==> src/rtl/eth_rx_dispatch.sv <==
// Receive-side packet steering from the single MAC RX Avalon-ST stream to one of
// NUM_NICS NIC ports, keyed on the low byte of the destination MAC, with drop counters.
module eth_rx_dispatch #(
    parameter int NUM_NICS    = 3,
    parameter int DATA_WIDTH  = 256,
    parameter int EMPTY_WIDTH = 5,
    parameter int ERROR_WIDTH = 6
) (
    input  logic                     clk,
    input  logic                     reset_n,
    input  logic                     cfg_enable,
    input  logic [DATA_WIDTH-1:0]    rx_data_in,
    input  logic                     rx_valid_in,
    input  logic                     rx_sop_in,
    input  logic                     rx_eop_in,
    input  logic [EMPTY_WIDTH-1:0]   rx_empty_in,
    input  logic [ERROR_WIDTH-1:0]   rx_error_in,
    output logic                     rx_ready_out,
    output logic [DATA_WIDTH-1:0]    nic_data_out,
    output logic                     nic_sop_out,
    output logic                     nic_eop_out,
    output logic [EMPTY_WIDTH-1:0]   nic_empty_out,
    output logic [ERROR_WIDTH-1:0]   nic_error_out,
    output logic [NUM_NICS-1:0]      nic_valid_out,
    input  logic [NUM_NICS-1:0]      nic_ready_in,
    output logic [NUM_NICS*32-1:0]   pkt_cnt_out,
    output logic [31:0]              drop_cnt_out,
    output logic [31:0]              malformed_cnt_out
);

    typedef enum logic [1:0] {
        ST_IDLE = 2'd0,
        ST_FWD  = 2'd1,
        ST_DROP = 2'd2
    } state_t;

    function automatic logic [31:0] cnt_inc(input logic [31:0] c);
        return c + 32'd1;
    endfunction

    state_t                   state_r;
    state_t                   state_nxt_s;
    logic                     run_r;
    logic                     out_valid_r;
    logic [2:0]               out_dest_r;
    logic [DATA_WIDTH-1:0]    out_data_r;
    logic                     out_sop_r;
    logic                     out_eop_r;
    logic [EMPTY_WIDTH-1:0]   out_empty_r;
    logic [ERROR_WIDTH-1:0]   out_error_r;
    logic [2:0]               fwd_dest_r;
    logic [2:0]               fwd_dest_nxt_s;
    logic [31:0]              pkt_cnt_r [NUM_NICS];
    logic [31:0]              drop_cnt_r;
    logic [31:0]              mal_cnt_r;

    logic [7:0]               ready_pad_s;
    logic                     drain_s;
    logic                     rx_ready_s;
    logic                     accept_s;
    logic [7:0]               key_s;
    logic                     key_ok_s;
    logic                     load_s;
    logic [2:0]               load_dest_s;
    logic                     trunc_s;
    logic                     pkt_inc_s;
    logic [2:0]               pkt_dest_s;
    logic                     drop_inc_s;
    logic                     mal_inc_s;

    // Widen per-NIC ready to 8 bits so a 3-bit destination always indexes safely.
    always_comb begin
        ready_pad_s = 8'h00;
        for (int i = 0; i < NUM_NICS; i++) begin
            ready_pad_s[i] = nic_ready_in[i];
        end
    end

    // run_r keeps ready low while reset is held and for the first cycle after.
    assign drain_s    = out_valid_r && ready_pad_s[out_dest_r];
    assign rx_ready_s = run_r && (!out_valid_r || ready_pad_s[out_dest_r]);
    assign accept_s   = rx_valid_in && rx_ready_s;
    assign key_s      = rx_data_in[DATA_WIDTH-41 -: 8];
    assign key_ok_s   = cfg_enable && ({1'b0, key_s} < 9'(NUM_NICS));

    // Next-state, load and counter-increment decisions on accepted beats.
    always_comb begin
        state_nxt_s    = state_r;
        fwd_dest_nxt_s = fwd_dest_r;
        load_s         = 1'b0;
        load_dest_s    = fwd_dest_r;
        trunc_s        = 1'b0;
        pkt_inc_s      = 1'b0;
        pkt_dest_s     = fwd_dest_r;
        drop_inc_s     = 1'b0;
        mal_inc_s      = 1'b0;
        if (accept_s) begin
            case (state_r)
                ST_IDLE: begin
                    if (rx_sop_in && key_ok_s) begin
                        load_s         = 1'b1;
                        load_dest_s    = key_s[2:0];
                        fwd_dest_nxt_s = key_s[2:0];
                        if (rx_eop_in) begin
                            pkt_inc_s   = 1'b1;
                            pkt_dest_s  = key_s[2:0];
                            state_nxt_s = ST_IDLE;
                        end else begin
                            state_nxt_s = ST_FWD;
                        end
                    end else if (rx_eop_in) begin
                        drop_inc_s  = 1'b1;
                        state_nxt_s = ST_IDLE;
                    end else begin
                        state_nxt_s = ST_DROP;
                    end
                end
                ST_FWD: begin
                    load_s = 1'b1;
                    if (rx_sop_in) begin
                        // New packet barged in: close the old one on its NIC, drop the rest.
                        trunc_s     = 1'b1;
                        mal_inc_s   = 1'b1;
                        state_nxt_s = rx_eop_in ? ST_IDLE : ST_DROP;
                    end else if (rx_eop_in) begin
                        pkt_inc_s   = 1'b1;
                        state_nxt_s = ST_IDLE;
                    end else begin
                        state_nxt_s = ST_FWD;
                    end
                end
                ST_DROP: begin
                    if (rx_eop_in) begin
                        drop_inc_s  = 1'b1;
                        state_nxt_s = ST_IDLE;
                    end else begin
                        state_nxt_s = ST_DROP;
                    end
                end
                default: begin
                    state_nxt_s = ST_IDLE;
                end
            endcase
        end else begin
            state_nxt_s = state_r;
        end
    end

    // FSM state and per-packet destination.
    always_ff @(posedge clk or negedge reset_n) begin
        if (!reset_n) begin
            state_r    <= ST_IDLE;
            fwd_dest_r <= 3'd0;
            run_r      <= 1'b0;
        end else begin
            state_r    <= state_nxt_s;
            fwd_dest_r <= fwd_dest_nxt_s;
            run_r      <= 1'b1;
        end
    end

    // Output holding register: loads on accept, empties when the selected NIC takes it.
    always_ff @(posedge clk or negedge reset_n) begin
        if (!reset_n) begin
            out_valid_r <= 1'b0;
            out_dest_r  <= 3'd0;
            out_data_r  <= {DATA_WIDTH{1'b0}};
            out_sop_r   <= 1'b0;
            out_eop_r   <= 1'b0;
            out_empty_r <= {EMPTY_WIDTH{1'b0}};
            out_error_r <= {ERROR_WIDTH{1'b0}};
        end else if (load_s) begin
            out_valid_r <= 1'b1;
            out_dest_r  <= load_dest_s;
            out_data_r  <= rx_data_in;
            out_sop_r   <= rx_sop_in;
            out_eop_r   <= rx_eop_in | trunc_s;
            out_empty_r <= trunc_s ? {EMPTY_WIDTH{1'b0}} : rx_empty_in;
            out_error_r <= rx_error_in | ERROR_WIDTH'(trunc_s);
        end else if (drain_s) begin
            out_valid_r <= 1'b0;
        end
    end

    // Packet counters, all wrapping at 32 bits.
    always_ff @(posedge clk or negedge reset_n) begin
        if (!reset_n) begin
            for (int i = 0; i < NUM_NICS; i++) begin
                pkt_cnt_r[i] <= 32'd0;
            end
            drop_cnt_r <= 32'd0;
            mal_cnt_r  <= 32'd0;
        end else begin
            for (int i = 0; i < NUM_NICS; i++) begin
                if (pkt_inc_s && (pkt_dest_s == 3'(i))) begin
                    pkt_cnt_r[i] <= cnt_inc(pkt_cnt_r[i]);
                end
            end
            if (drop_inc_s) begin
                drop_cnt_r <= cnt_inc(drop_cnt_r);
            end
            if (mal_inc_s) begin
                mal_cnt_r <= cnt_inc(mal_cnt_r);
            end
        end
    end

    // One-hot NIC valid decoded from the holding register.
    always_comb begin
        nic_valid_out = {NUM_NICS{1'b0}};
        for (int i = 0; i < NUM_NICS; i++) begin
            nic_valid_out[i] = out_valid_r && (out_dest_r == 3'(i));
        end
    end

    for (genvar g = 0; g < NUM_NICS; g++) begin : g_cnt
        assign pkt_cnt_out[32*g +: 32] = pkt_cnt_r[g];
    end

    assign rx_ready_out      = rx_ready_s;
    assign nic_data_out      = out_data_r;
    assign nic_sop_out       = out_sop_r;
    assign nic_eop_out       = out_eop_r;
    assign nic_empty_out     = out_empty_r;
    assign nic_error_out     = out_error_r;
    assign drop_cnt_out      = drop_cnt_r;
    assign malformed_cnt_out = mal_cnt_r;

endmodule

==> config.mk <==
export PLATFORM = sky130hd
export DESIGN_NAME = eth_rx_dispatch
export DESIGN_NICKNAME = d
export VERILOG_FILES = /design/src/rtl/eth_rx_dispatch.sv
export SDC_FILE = /design/constraint.sdc
export NUM_CORES = 1
export LEC_CHECK = 0
export CAP_MARGIN = 20
export CORE_AREA = 4 4 275 277
export DETAILED_ROUTE_END_ITERATION = 10
export DIE_AREA = 0 0 279 281
export SLEW_MARGIN = 10
export SYNTH_ARGS = -nofsm -noshare
export SYNTH_HDL_FRONTEND = slang
export SYNTH_SLANG_ARGS = --single-unit
==> constraint.sdc <==
create_clock -name clk -period 6.6 [get_ports clk]
set_clock_uncertainty 0.15 [all_clocks]
set_input_delay 1.32 -clock clk [delete_from_list [all_inputs] [get_ports clk]]
set_output_delay 1.32 -clock clk [all_outputs]
set_load 0.01 [all_outputs]
Yosys cells after proc, flatten, opt, wreduce, memory -nomap -nowiden
Index checks and enable logic that the tools add are counted.
Word-level totals
  bits of input ports: 276
  word-level logic and storage cells: 78
  register bits: 439
Operators by class
  muxes and demuxes: 31
  magnitude comparators: 2
  eq/ne operators: 6
  add/subtract/negate cells: 5
  bitwise operators: 2
  reductions and logical operators: 17
Operators by type and width (number)
  adder 32 x 1 -> 32 bit, second input constant: 5
  2-to-1 mux 3 bit: 7
  2-to-1 mux 1 bit: 15
  logical AND 1 bit: 11
  < comparator 8 x 2 -> 1 bit, second input constant: 1
  == test 3 x 1 -> 1 bit, second input constant: 2
  == test 3 x 2 -> 1 bit, second input constant: 2
  zero test 3 bit: 2
  2-to-1 mux 2 bit: 3
  OR 6 x 1 -> 6 bit: 1
  case mux 1 bit (2 select lines): 3
  case mux 2 bit (3 select lines): 1
  2-to-1 mux 5 bit: 1
  < comparator 3 x 4 -> 1 bit, second input constant: 1
  binary-select mux 1 bit (select 3 bit): 1
  == test 2 x 1 -> 1 bit, second input constant: 1
  == test 2 bit, second input constant: 1
  zero test 2 bit: 1
  nonzero test 2 bit: 1
  zero test 1 bit: 1
  logical OR 1 bit: 1
  OR 1 bit: 1

Longest topological paths before layout
Gate-level depths: netlist of run 1.
  depth after elaboration: 8
  depth in mapped cells: 9
  mapped depth without buffers: 5

Worst setup path before layout of run 1
OpenSTA, ideal clock, no wires.
  path type: input-to-output
  start: input port nic_ready_in[2]
  end: output port rx_ready_out
  data arrival time: 2291 ps
  slack: 2839 ps
  stages: 4
  cells stage by stage: mux2i_1 o311ai_0 clkbuf_1 and2_1
Between the ends
  cells in the longest elaborated chain, start to end: 4
Ends and longest elaborated chain
  start, declared: RTL line 25  | input logic [NUM_NICS-1:0] nic_ready_in,
  binary-select mux 1 bit (select 3 bit): RTL line 81  | assign rx_ready_s = run_r && (!out_valid_r || ready_pad_s[out_dest_r]);
  2-to-1 mux 1 bit (implied by the code): RTL line 81
  logical OR 1 bit: RTL line 81
  logical AND 1 bit: RTL line 81
  end, declared: RTL line 18  | output logic rx_ready_out,
No other way between the ends. The select of a mux whose other input is x is not followed.

Final worst setup path of run 1
Same ends and word-level chain as after synthesis.

==> impl_metrics.prom, run 1 <==
# TYPE chip_impl_metric gauge
chip_impl_metric{name="flip_flop_and_latch_count_after_synthesis",unit=""} 439
chip_impl_metric{name="cts.clk_slew.worst_paths",unit="ns"} 0.06
chip_impl_metric{name="worst-r2r-setup-slack",unit="ns"} 3.33
chip_impl_metric{name="path_buf_inv",unit=""} 3
chip_impl_metric{name="achievable-frequency",unit="GHz"} 0.215
chip_impl_metric{name="yosys_top_cell_area_share",unit="%"} 60.4
chip_impl_metric{name="core_area",unit="sq um"} 72800
chip_impl_metric{name="syn_area_per_cell",unit="sq um"} 13.4
chip_impl_metric{name="finalSetupViolations",unit=""} 0
chip_impl_metric{name="required",unit="ns"} 5.13
chip_impl_metric{name="pre_cts_ws",unit="ns"} 1.63
chip_impl_metric{name="dieHeight",unit="um"} 281
chip_impl_metric{name="slowest_delay",unit="ns"} 0.59
chip_impl_metric{name="syn2layout_area_growth",unit="%"} 54.5
chip_impl_metric{name="timing.critical_path.fanout_max",unit=""} 12
chip_impl_metric{name="io_buffers",unit=""} 708
chip_impl_metric{name="first_global_vias",unit=""} 14700
chip_impl_metric{name="final.setup.tns",unit="ns"} 0
chip_impl_metric{name="ctsResizeCount",unit=""} 0
chip_impl_metric{name="postSynthNetCount",unit=""} 1642
chip_impl_metric{name="synthAdderAreaFrac",unit="%"} 0.344
chip_impl_info{name="tritoncts",value="built"} 1
chip_impl_metric{name="cts_hold_buf",unit=""} 0
chip_impl_metric{name="pwr_density",unit="nW/um^2"} 216
chip_impl_metric{name="cts_max_path_buffers",unit=""} 3
chip_impl_metric{name="floorplan.initialDensity",unit="%"} 25.0
chip_impl_metric{name="drt_drc_violations_left",unit=""} 0
chip_impl_metric{name="synth.yosys.seq_area_share",unit="%"} 60.4
chip_impl_metric{name="pin_count_of_the_biggest_net_entering_global_routing",unit=""} 158
chip_impl_info{name="critical_path.cell_chain",value="clkdlybuf4s50_1 -> mux2i_1 -> o311ai_2 -> buf_4 -> and2_1 -> clkdlybuf4s50_1"} 1
chip_impl_metric{name="asyncSetResetFlopFracSynth",unit="%"} 100
chip_impl_metric{name="die_x",unit="um"} 279
chip_impl_metric{name="postRouteWirelength",unit="um"} 60500
chip_impl_metric{name="layout-drive-gt1-share",unit="%"} 14.6
chip_impl_metric{name="synth_cell_types",unit=""} 47
chip_impl_metric{name="cp_arrival",unit="ns"} 3.19
chip_impl_metric{name="globalplace.congestion",unit=""} 0.843
chip_impl_metric{name="final_min_period_over_clock_period",unit="%"} 70.6
chip_impl_metric{name="avgViaCountPerCell",unit=""} 4.48
chip_impl_metric{name="timing.final.ws_setup",unit="ns"} 1.94
chip_impl_info{name="synth_area_leaders",value="sky130_fd_sc_hd__dfrtp_1 60%, sky130_fd_sc_hd__mux2_2 12%, sky130_fd_sc_hd__mux2_1 4.5%"} 1
chip_impl_metric{name="cap_viol_max_count",unit=""} 0
chip_impl_metric{name="wl_per_cell",unit="um"} 19.6
chip_impl_metric{name="boundaryPins",unit=""} 709
chip_impl_info{name="start_kind",value="input port"} 1
chip_impl_info{name="post-synth-top-area-cell",value="sky130_fd_sc_hd__dfrtp_1"} 1
chip_impl_metric{name="synth_mux_area_share",unit="%"} 16.8
chip_impl_metric{name="dieArea",unit="sq um"} 78400
chip_impl_metric{name="regArea",unit="sq um"} 11000
chip_impl_metric{name="max_slew_headroom_at_the_worst_pin",unit="%"} 29.3
chip_impl_info{name="hold_path.class",value="flop to flop"} 1
chip_impl_info{name="worst_path_dominant_cell_family",value="buffers and inverters"} 1
chip_impl_metric{name="synthesis.yosys.warnings",unit=""} 0
chip_impl_metric{name="edff_count_synth",unit=""} 0
chip_impl_metric{name="yosys.area_share.simple",unit="%"} 11.6
chip_impl_metric{name="synthCells",unit=""} 1361
chip_impl_info{name="largest_family_of_logic_cells_by_synthesized_area",value="multiplexers"} 1
chip_impl_metric{name="grt_antenna_before_repair",unit=""} 3
chip_impl_metric{name="netlist_area",unit="sq um"} 18200
chip_impl_metric{name="dpl.hpwl",unit="um"} 45900
chip_impl_metric{name="gr-total-overflow",unit=""} 0
chip_impl_info{name="postSynth.topFlopCell",value="sky130_fd_sc_hd__dfrtp_1"} 1
chip_impl_metric{name="min_period",unit="ns"} 4.66
chip_impl_metric{name="drt-initial-drc-count",unit=""} 674
chip_impl_metric{name="final-hold-violation-count",unit=""} 0
chip_impl_metric{name="global_route_wire_length_before_repair",unit="um"} 90400
chip_impl_metric{name="timing.final.max_slew_violations",unit=""} 0
chip_impl_metric{name="post_synth_xor_area_fraction",unit="%"} 7.47
chip_impl_metric{name="total_leakage_power",unit="nW"} 12.6
chip_impl_info{name="root_buffer",value="sky130_fd_sc_hd__clkbuf_16"} 1
chip_impl_metric{name="total_number_of_clock_tree_sinks",unit=""} 439
chip_impl_metric{name="vias",unit=""} 13800
chip_impl_metric{name="total_iterations_of_the_first_detailed_routing_run",unit=""} 6
chip_impl_metric{name="gr_usage_total",unit="%"} 14.7
chip_impl_metric{name="cts.repair_timing.setup_buffer_count",unit=""} 0
chip_impl_info{name="critical_path_endpoint_category",value="output port"} 1
chip_impl_metric{name="cts-htree-levels",unit=""} 2
chip_impl_metric{name="numCtsBuffers",unit=""} 51
chip_impl_metric{name="vdd_drop_max",unit="mV"} 0.159
chip_impl_metric{name="final_net_count",unit=""} 2364
chip_impl_info{name="rsz_0062_raised_after_global_routing",value="no"} 1
chip_impl_metric{name="fp-row-count",unit=""} 99
chip_impl_metric{name="compound_gate_fraction_of_synth_area",unit="%"} 0.950
chip_impl_info{name="cell_type_with_the_highest_occurrence_count_on_the_critical_path",value="sky130_fd_sc_hd__clkdlybuf4s50_1"} 1
chip_impl_metric{name="worst-slew-pin-transition",unit="ns"} 1.05
chip_impl_info{name="crit_slowest_cell",value="sky130_fd_sc_hd__clkdlybuf4s50_1"} 1
chip_impl_metric{name="num-fill-cells",unit=""} 6904
chip_impl_metric{name="clock_latency",unit="ns"} 0.57
chip_impl_info{name="setup.worst_path.class",value="input port to output port"} 1
chip_impl_info{name="result_of_the_run",value="finished, final reports clean"} 1
chip_impl_metric{name="number_of_antenna_violating_nets_in_the_routed_design",unit=""} 0
chip_impl_metric{name="multi_input_comb_area",unit="sq um"} 6790
[area by class of cell]
cell class                 instances  area share, %
clock buffer                      73           5.31
tap                              959           4.27
clock inverter                    19          0.753
antenna                            1        0.00891
timing repair buffer             724           26.0
inverter                          31          0.414
multi-input combinational        836           24.2
sequential                       439           39.1
[placed cells by master (no fill, tap or decap), types with 7 or more instances in the layout]
master                            Yosys  routed
sky130_fd_sc_hd__xor2_1              80      80
sky130_fd_sc_hd__xnor2_1             75      75
sky130_fd_sc_hd__inv_1               31      31
sky130_fd_sc_hd__nor3_1              48      48
sky130_fd_sc_hd__and3_1              16      16
sky130_fd_sc_hd__mux2_1              72      72
sky130_fd_sc_hd__nand3_1             63      63
sky130_fd_sc_hd__mux2_2             198     198
sky130_fd_sc_hd__dfrtp_1            439     439
sky130_fd_sc_hd__buf_4               12       9
sky130_fd_sc_hd__nand4_1             47      47
sky130_fd_sc_hd__nor2_1              32      31
sky130_fd_sc_hd__clkdlybuf4s50_1      0     707
sky130_fd_sc_hd__clkbuf_16            0      52
sky130_fd_sc_hd__clkbuf_8             0      11
sky130_fd_sc_hd__and4_1              12      12
sky130_fd_sc_hd__clkbuf_1            21      10
sky130_fd_sc_hd__or4_1                8       8
sky130_fd_sc_hd__clkinv_2             0       7
sky130_fd_sc_hd__o21ai_0              7       7
sky130_fd_sc_hd__nor4_1              50      49
sky130_fd_sc_hd__nand2_1             60      60
sky130_fd_sc_hd__and2_1              12      12
[metal layers]
metal  global-route usage [%]  part of all wire, %  wire (um)  vias to the layer above
met1                     16.7                   38      23000                     6877
met5                        0                0.071         43                        -
met3                     4.94                  8.1       4920                      119
li1                         -                    -          -                     6293
met2                     25.9                   51      30700                      514
met4                     4.68                  3.1       1880                        6
[cells by family after synthesis]
group | count (synthesis)
AO/OA/AOI/OAI | 23
XOR/XNOR | 155
adder cells (fa/ha/maj) | 5
buffers and inverters | 86
flip-flops | 439
multiplexers | 271
other | 1
AND/OR/NAND/NOR | 381
[worst paths after layout]
| path | from | to | cells after the start |
|---|---|---|---|
| setup / recovery | nic_ready_in[2] | rx_ready_out | 6 |
| hold / removal | pkt_cnt_out[31] | pkt_cnt_out[31] | 1 |
| setup reg to reg | out_dest_r[1] | nic_error_out[3] | 7 |
| hold reg to reg | pkt_cnt_out[31] | pkt_cnt_out[31] | 1 |
| max in group asynchronous | reset_n | nic_data_out[228] | 2 |
| min in group asynchronous | reset_n | nic_data_out[9] | 1 |
[flip-flops by register name, indices dropped and copies added (netlist names)]
register           cells
nic_empty_out          5
nic_sop_out            1
fwd_dest_r             3
nic_error_out          6
pkt_cnt_out           96
nic_data_out         256
run_r                  1
state_r                2
out_valid_r            1
nic_eop_out            1
out_dest_r             3
malformed_cnt_out     32
drop_cnt_out          32
[cell usage after synthesis (all sizes together), types with 31 or more instances]
cell type / instances
inv: 31
nand4: 47
dfrtp: 439
nand3: 63
xnor2: 75
nor2: 32
xor2: 80
nand2: 60
nor4: 50
mux2: 270
nor3: 48
buf: 34
[through the flow]
stage | util [%] | instances | instance area, sq um | total power, mW | hold slack (ns)
CTS | 38.5 | 3080 | 28100 | 6.18 | 0.323
global placement | 36.2 | 2987 | 26400 | 3.28 | 0.311
detailed placement | 36.2 | 2988 | 26400 | 3.29 | 0.312
finish | 38.6 | 3082 | 28100 | 6.07 | 0.323
global route | 38.6 | 3081 | 28100 | 6.32 | 0.347
floorplan | - | 1361 | 18200 | 2.92 | 0.344
[power by group]
group	switching (mW)	internal (mW)
combinational	0.170	0.274
clock	1.15	1.69
sequential	0.0428	2.75
No activity file was read; power rests on OpenSTA's default activity.
==> inputs of run 2 (changes only) <==
--- a/config.mk
+++ b/config.mk
@@ -6,9 +6,9 @@
 export NUM_CORES = 1
 export LEC_CHECK = 0
 export CAP_MARGIN = 20
-export CORE_AREA = 4 4 275 277
+export CORE_AREA = 4 4 276 278
 export DETAILED_ROUTE_END_ITERATION = 10
-export DIE_AREA = 0 0 279 281
+export DIE_AREA = 0 0 280 282
 export SLEW_MARGIN = 10
 export SYNTH_ARGS = -nofsm -noshare
 export SYNTH_HDL_FRONTEND = slang
==> constraint.sdc (replaced) <==
create_clock -name clk -period 4.01 [get_ports clk]
set_clock_uncertainty 0.15 [all_clocks]
set_input_delay 0.802 -clock clk [delete_from_list [all_inputs] [get_ports clk]]
set_output_delay 0.802 -clock clk [all_outputs]
set_load 0.01 [all_outputs]
==> run 2 against run 1 <==
  * Final cell count grew 2.0%
  * Sequential share of layout area down 0.64 points
  * Wire length is 4.9% higher
  * First-iteration DRC count fell by 21%
  * Power up 62%
  * Highest routed layer unchanged
==> impl_metrics.prom, run 2 (synthesized netlist as in run 1, its figures left out) <==
# TYPE chip_impl_metric gauge
chip_impl_info{name="root_buffer",value="sky130_fd_sc_hd__clkbuf_16"} 1
chip_impl_metric{name="fin_total_pwr",unit="mW"} 9.81
chip_impl_metric{name="achievable-frequency",unit="GHz"} 0.274
chip_impl_metric{name="worst-slew-pin-transition",unit="ns"} 1.14
chip_impl_metric{name="regArea",unit="sq um"} 11000
chip_impl_info{name="layout_commonest_cell",value="sky130_fd_sc_hd__clkdlybuf4s50_1"} 1
chip_impl_metric{name="multi_input_comb_area",unit="sq um"} 6780
chip_impl_metric{name="ctsResizeCount",unit=""} 0
chip_impl_metric{name="layout-drive-gt1-share",unit="%"} 16.4
chip_impl_metric{name="fp-row-count",unit=""} 100
chip_impl_metric{name="vdd_drop_max",unit="mV"} 0.284
chip_impl_metric{name="wl_per_cell",unit="um"} 20.2
chip_impl_info{name="rsz_0062_raised_after_global_routing",value="no"} 1
chip_impl_metric{name="clock_latency",unit="ns"} 0.57
chip_impl_metric{name="cts_hold_buf",unit=""} 0
chip_impl_metric{name="postRouteWirelength",unit="um"} 63500
chip_impl_metric{name="syn2layout_area_growth",unit="%"} 57.1
chip_impl_info{name="result_of_the_run",value="finished, final reports clean"} 1
chip_impl_info{name="critical_path_endpoint_category",value="flop"} 1
chip_impl_info{name="hold_path.class",value="input port to async pin"} 1
chip_impl_metric{name="drt_drc_violations_left",unit=""} 0
chip_impl_metric{name="global_route_wire_length_before_repair",unit="um"} 93800
chip_impl_metric{name="finalSetupViolations",unit=""} 0
chip_impl_metric{name="gr-total-overflow",unit=""} 0
chip_impl_metric{name="avgViaCountPerCell",unit=""} 4.46
chip_impl_metric{name="total_leakage_power",unit="nW"} 12.9
chip_impl_metric{name="final_min_period_over_clock_period",unit="%"} 91.0
chip_impl_metric{name="antennaDiodeCount",unit=""} 0
chip_impl_info{name="tritoncts",value="built"} 1
chip_impl_metric{name="final_net_count",unit=""} 2420
chip_impl_metric{name="cp_arrival",unit="ns"} 3.94
chip_impl_metric{name="timing.final.ws_setup",unit="ns"} 0.362
chip_impl_metric{name="cap_viol_max_count",unit=""} 0
chip_impl_metric{name="total_number_of_clock_tree_sinks",unit=""} 439
chip_impl_metric{name="pre_cts_ws",unit="ns"} -0.202
chip_impl_metric{name="core_area",unit="sq um"} 73900
chip_impl_metric{name="cts.clk_slew.worst_paths",unit="ns"} 0.06
chip_impl_metric{name="first_global_vias",unit=""} 15100
chip_impl_metric{name="timing.critical_path.fanout_max",unit=""} 40
chip_impl_metric{name="min_period",unit="ns"} 3.65
chip_impl_metric{name="dieHeight",unit="um"} 282
chip_impl_metric{name="grt_antenna_before_repair",unit=""} 2
chip_impl_metric{name="dpl.hpwl",unit="um"} 49700
chip_impl_metric{name="gr_usage_total",unit="%"} 15.3
chip_impl_metric{name="cts.repair_timing.setup_buffer_count",unit=""} 0
chip_impl_metric{name="dieArea",unit="sq um"} 79000
chip_impl_metric{name="worst-r2r-setup-slack",unit="ns"} 1.11
chip_impl_info{name="setup.worst_path.class",value="input port to flop"} 1
chip_impl_metric{name="cts-htree-levels",unit=""} 2
chip_impl_metric{name="numCtsBuffers",unit=""} 51
chip_impl_info{name="start_kind",value="input port"} 1
chip_impl_metric{name="total_iterations_of_the_first_detailed_routing_run",unit=""} 5
chip_impl_metric{name="die_x",unit="um"} 280
chip_impl_metric{name="drt-initial-drc-count",unit=""} 531
chip_impl_info{name="mostFrequentLayoutCells",value="707 x sky130_fd_sc_hd__clkdlybuf4s50_1, 439 x sky130_fd_sc_hd__dfrtp_1, 198 x sky130_fd_sc_hd__mux2_2, 80 x sky130_fd_sc_hd__xor2_1, 75 x sky130_fd_sc_hd__xnor2_1"} 1
chip_impl_metric{name="io_buffers",unit=""} 708
chip_impl_metric{name="final-hold-violation-count",unit=""} 0
chip_impl_metric{name="floorplan.initialDensity",unit="%"} 24.6
chip_impl_metric{name="max_slew_headroom_at_the_worst_pin",unit="%"} 23.9
chip_impl_metric{name="largest_reg_flops",unit=""} 256
chip_impl_metric{name="pin_count_of_the_biggest_net_entering_global_routing",unit=""} 116
chip_impl_metric{name="pwr_density",unit="nW/um^2"} 344
chip_impl_metric{name="required",unit="ns"} 4.30
chip_impl_metric{name="cts_max_path_buffers",unit=""} 3
chip_impl_metric{name="boundaryPins",unit=""} 709
chip_impl_metric{name="num-fill-cells",unit=""} 7019
chip_impl_metric{name="number_of_antenna_violating_nets_in_the_routed_design",unit=""} 0
chip_impl_metric{name="timing.final.max_slew_violations",unit=""} 0
chip_impl_metric{name="globalplace.congestion",unit=""} 0.859
chip_impl_metric{name="vias",unit=""} 14000
run 2: cell types whose count changed in the layout (fill, tap and decap cells not counted), sizes merged:
cell,before,now
diode,1,0
clkinvlp,0,1
clkinv,12,6
bufinv,3,0
inv,35,33
buf,17,73
clkbuf,73,81
run 2: final timing paths:
path	from	endpoint	cells after the start
setup / recovery	rx_data_in[212]	nic_data_out[154]	8
hold / removal	reset_n	drop_cnt_out[29]	1
setup reg to reg	state_r[1]	nic_data_out[154]	6
hold reg to reg	pkt_cnt_out[95]	pkt_cnt_out[95]	1
max in group asynchronous	reset_n	nic_data_out[154]	2
min in group clk	pkt_cnt_out[95]	pkt_cnt_out[95]	1
run 2: stage by stage:
step	utilization, %	instance area [sq um]	hold WS, ns	setup TNS (ns)	std cells
final	38.6	28600	0.119	0	3145
after global routing	38.6	28600	0.167	0	3145
after CTS	38.6	28600	0.191	0	3145
after detailed placement	36.5	27000	0.315	-38.16	3055
after global placement	36.5	27000	0.310	-38.42	3055
after floorplan	-	18200	0.344	0	1361
run 2: area by class of cell:
class / instances / area share, %
inverter: 31 / 0.407
multi-input combinational: 836 / 23.8
sequential: 439 / 38.5
timing repair buffer: 780 / 27.5
tap: 969 / 4.25
clock buffer: 81 / 5.40
clock inverter: 9 / 0.206
run 2: report_power, final:
part / internal [mW] / switching (mW) / leakage (nW)
logic: 0.473 / 0.296 / 6.11
clock network: 2.62 / 1.83 / 0.785
registers: 4.52 / 0.0750 / 5.99
run 2: layer usage:
metal	wire, um	track usage (%)	vias to the layer above	part of all wire, %
li1	-	-	6390	-
met1	24900	18.0	7017	39
met2	32000	26.7	501	50
met3	4590	4.68	115	7.2
met4	2030	5.00	2	3.2
met5	7	0	-	0.011
run 2: worst max-delay path, stage by stage:
cell,delay [ns]
sky130_fd_sc_hd__clkdlybuf4s50_1,0.45
sky130_fd_sc_hd__or4_1,0.69
sky130_fd_sc_hd__buf_4,0.21
sky130_fd_sc_hd__or4_1,0.52
sky130_fd_sc_hd__a211oi_4,0.37
sky130_fd_sc_hd__buf_12,0.22
sky130_fd_sc_hd__buf_12,0.24
sky130_fd_sc_hd__mux2_1,0.36
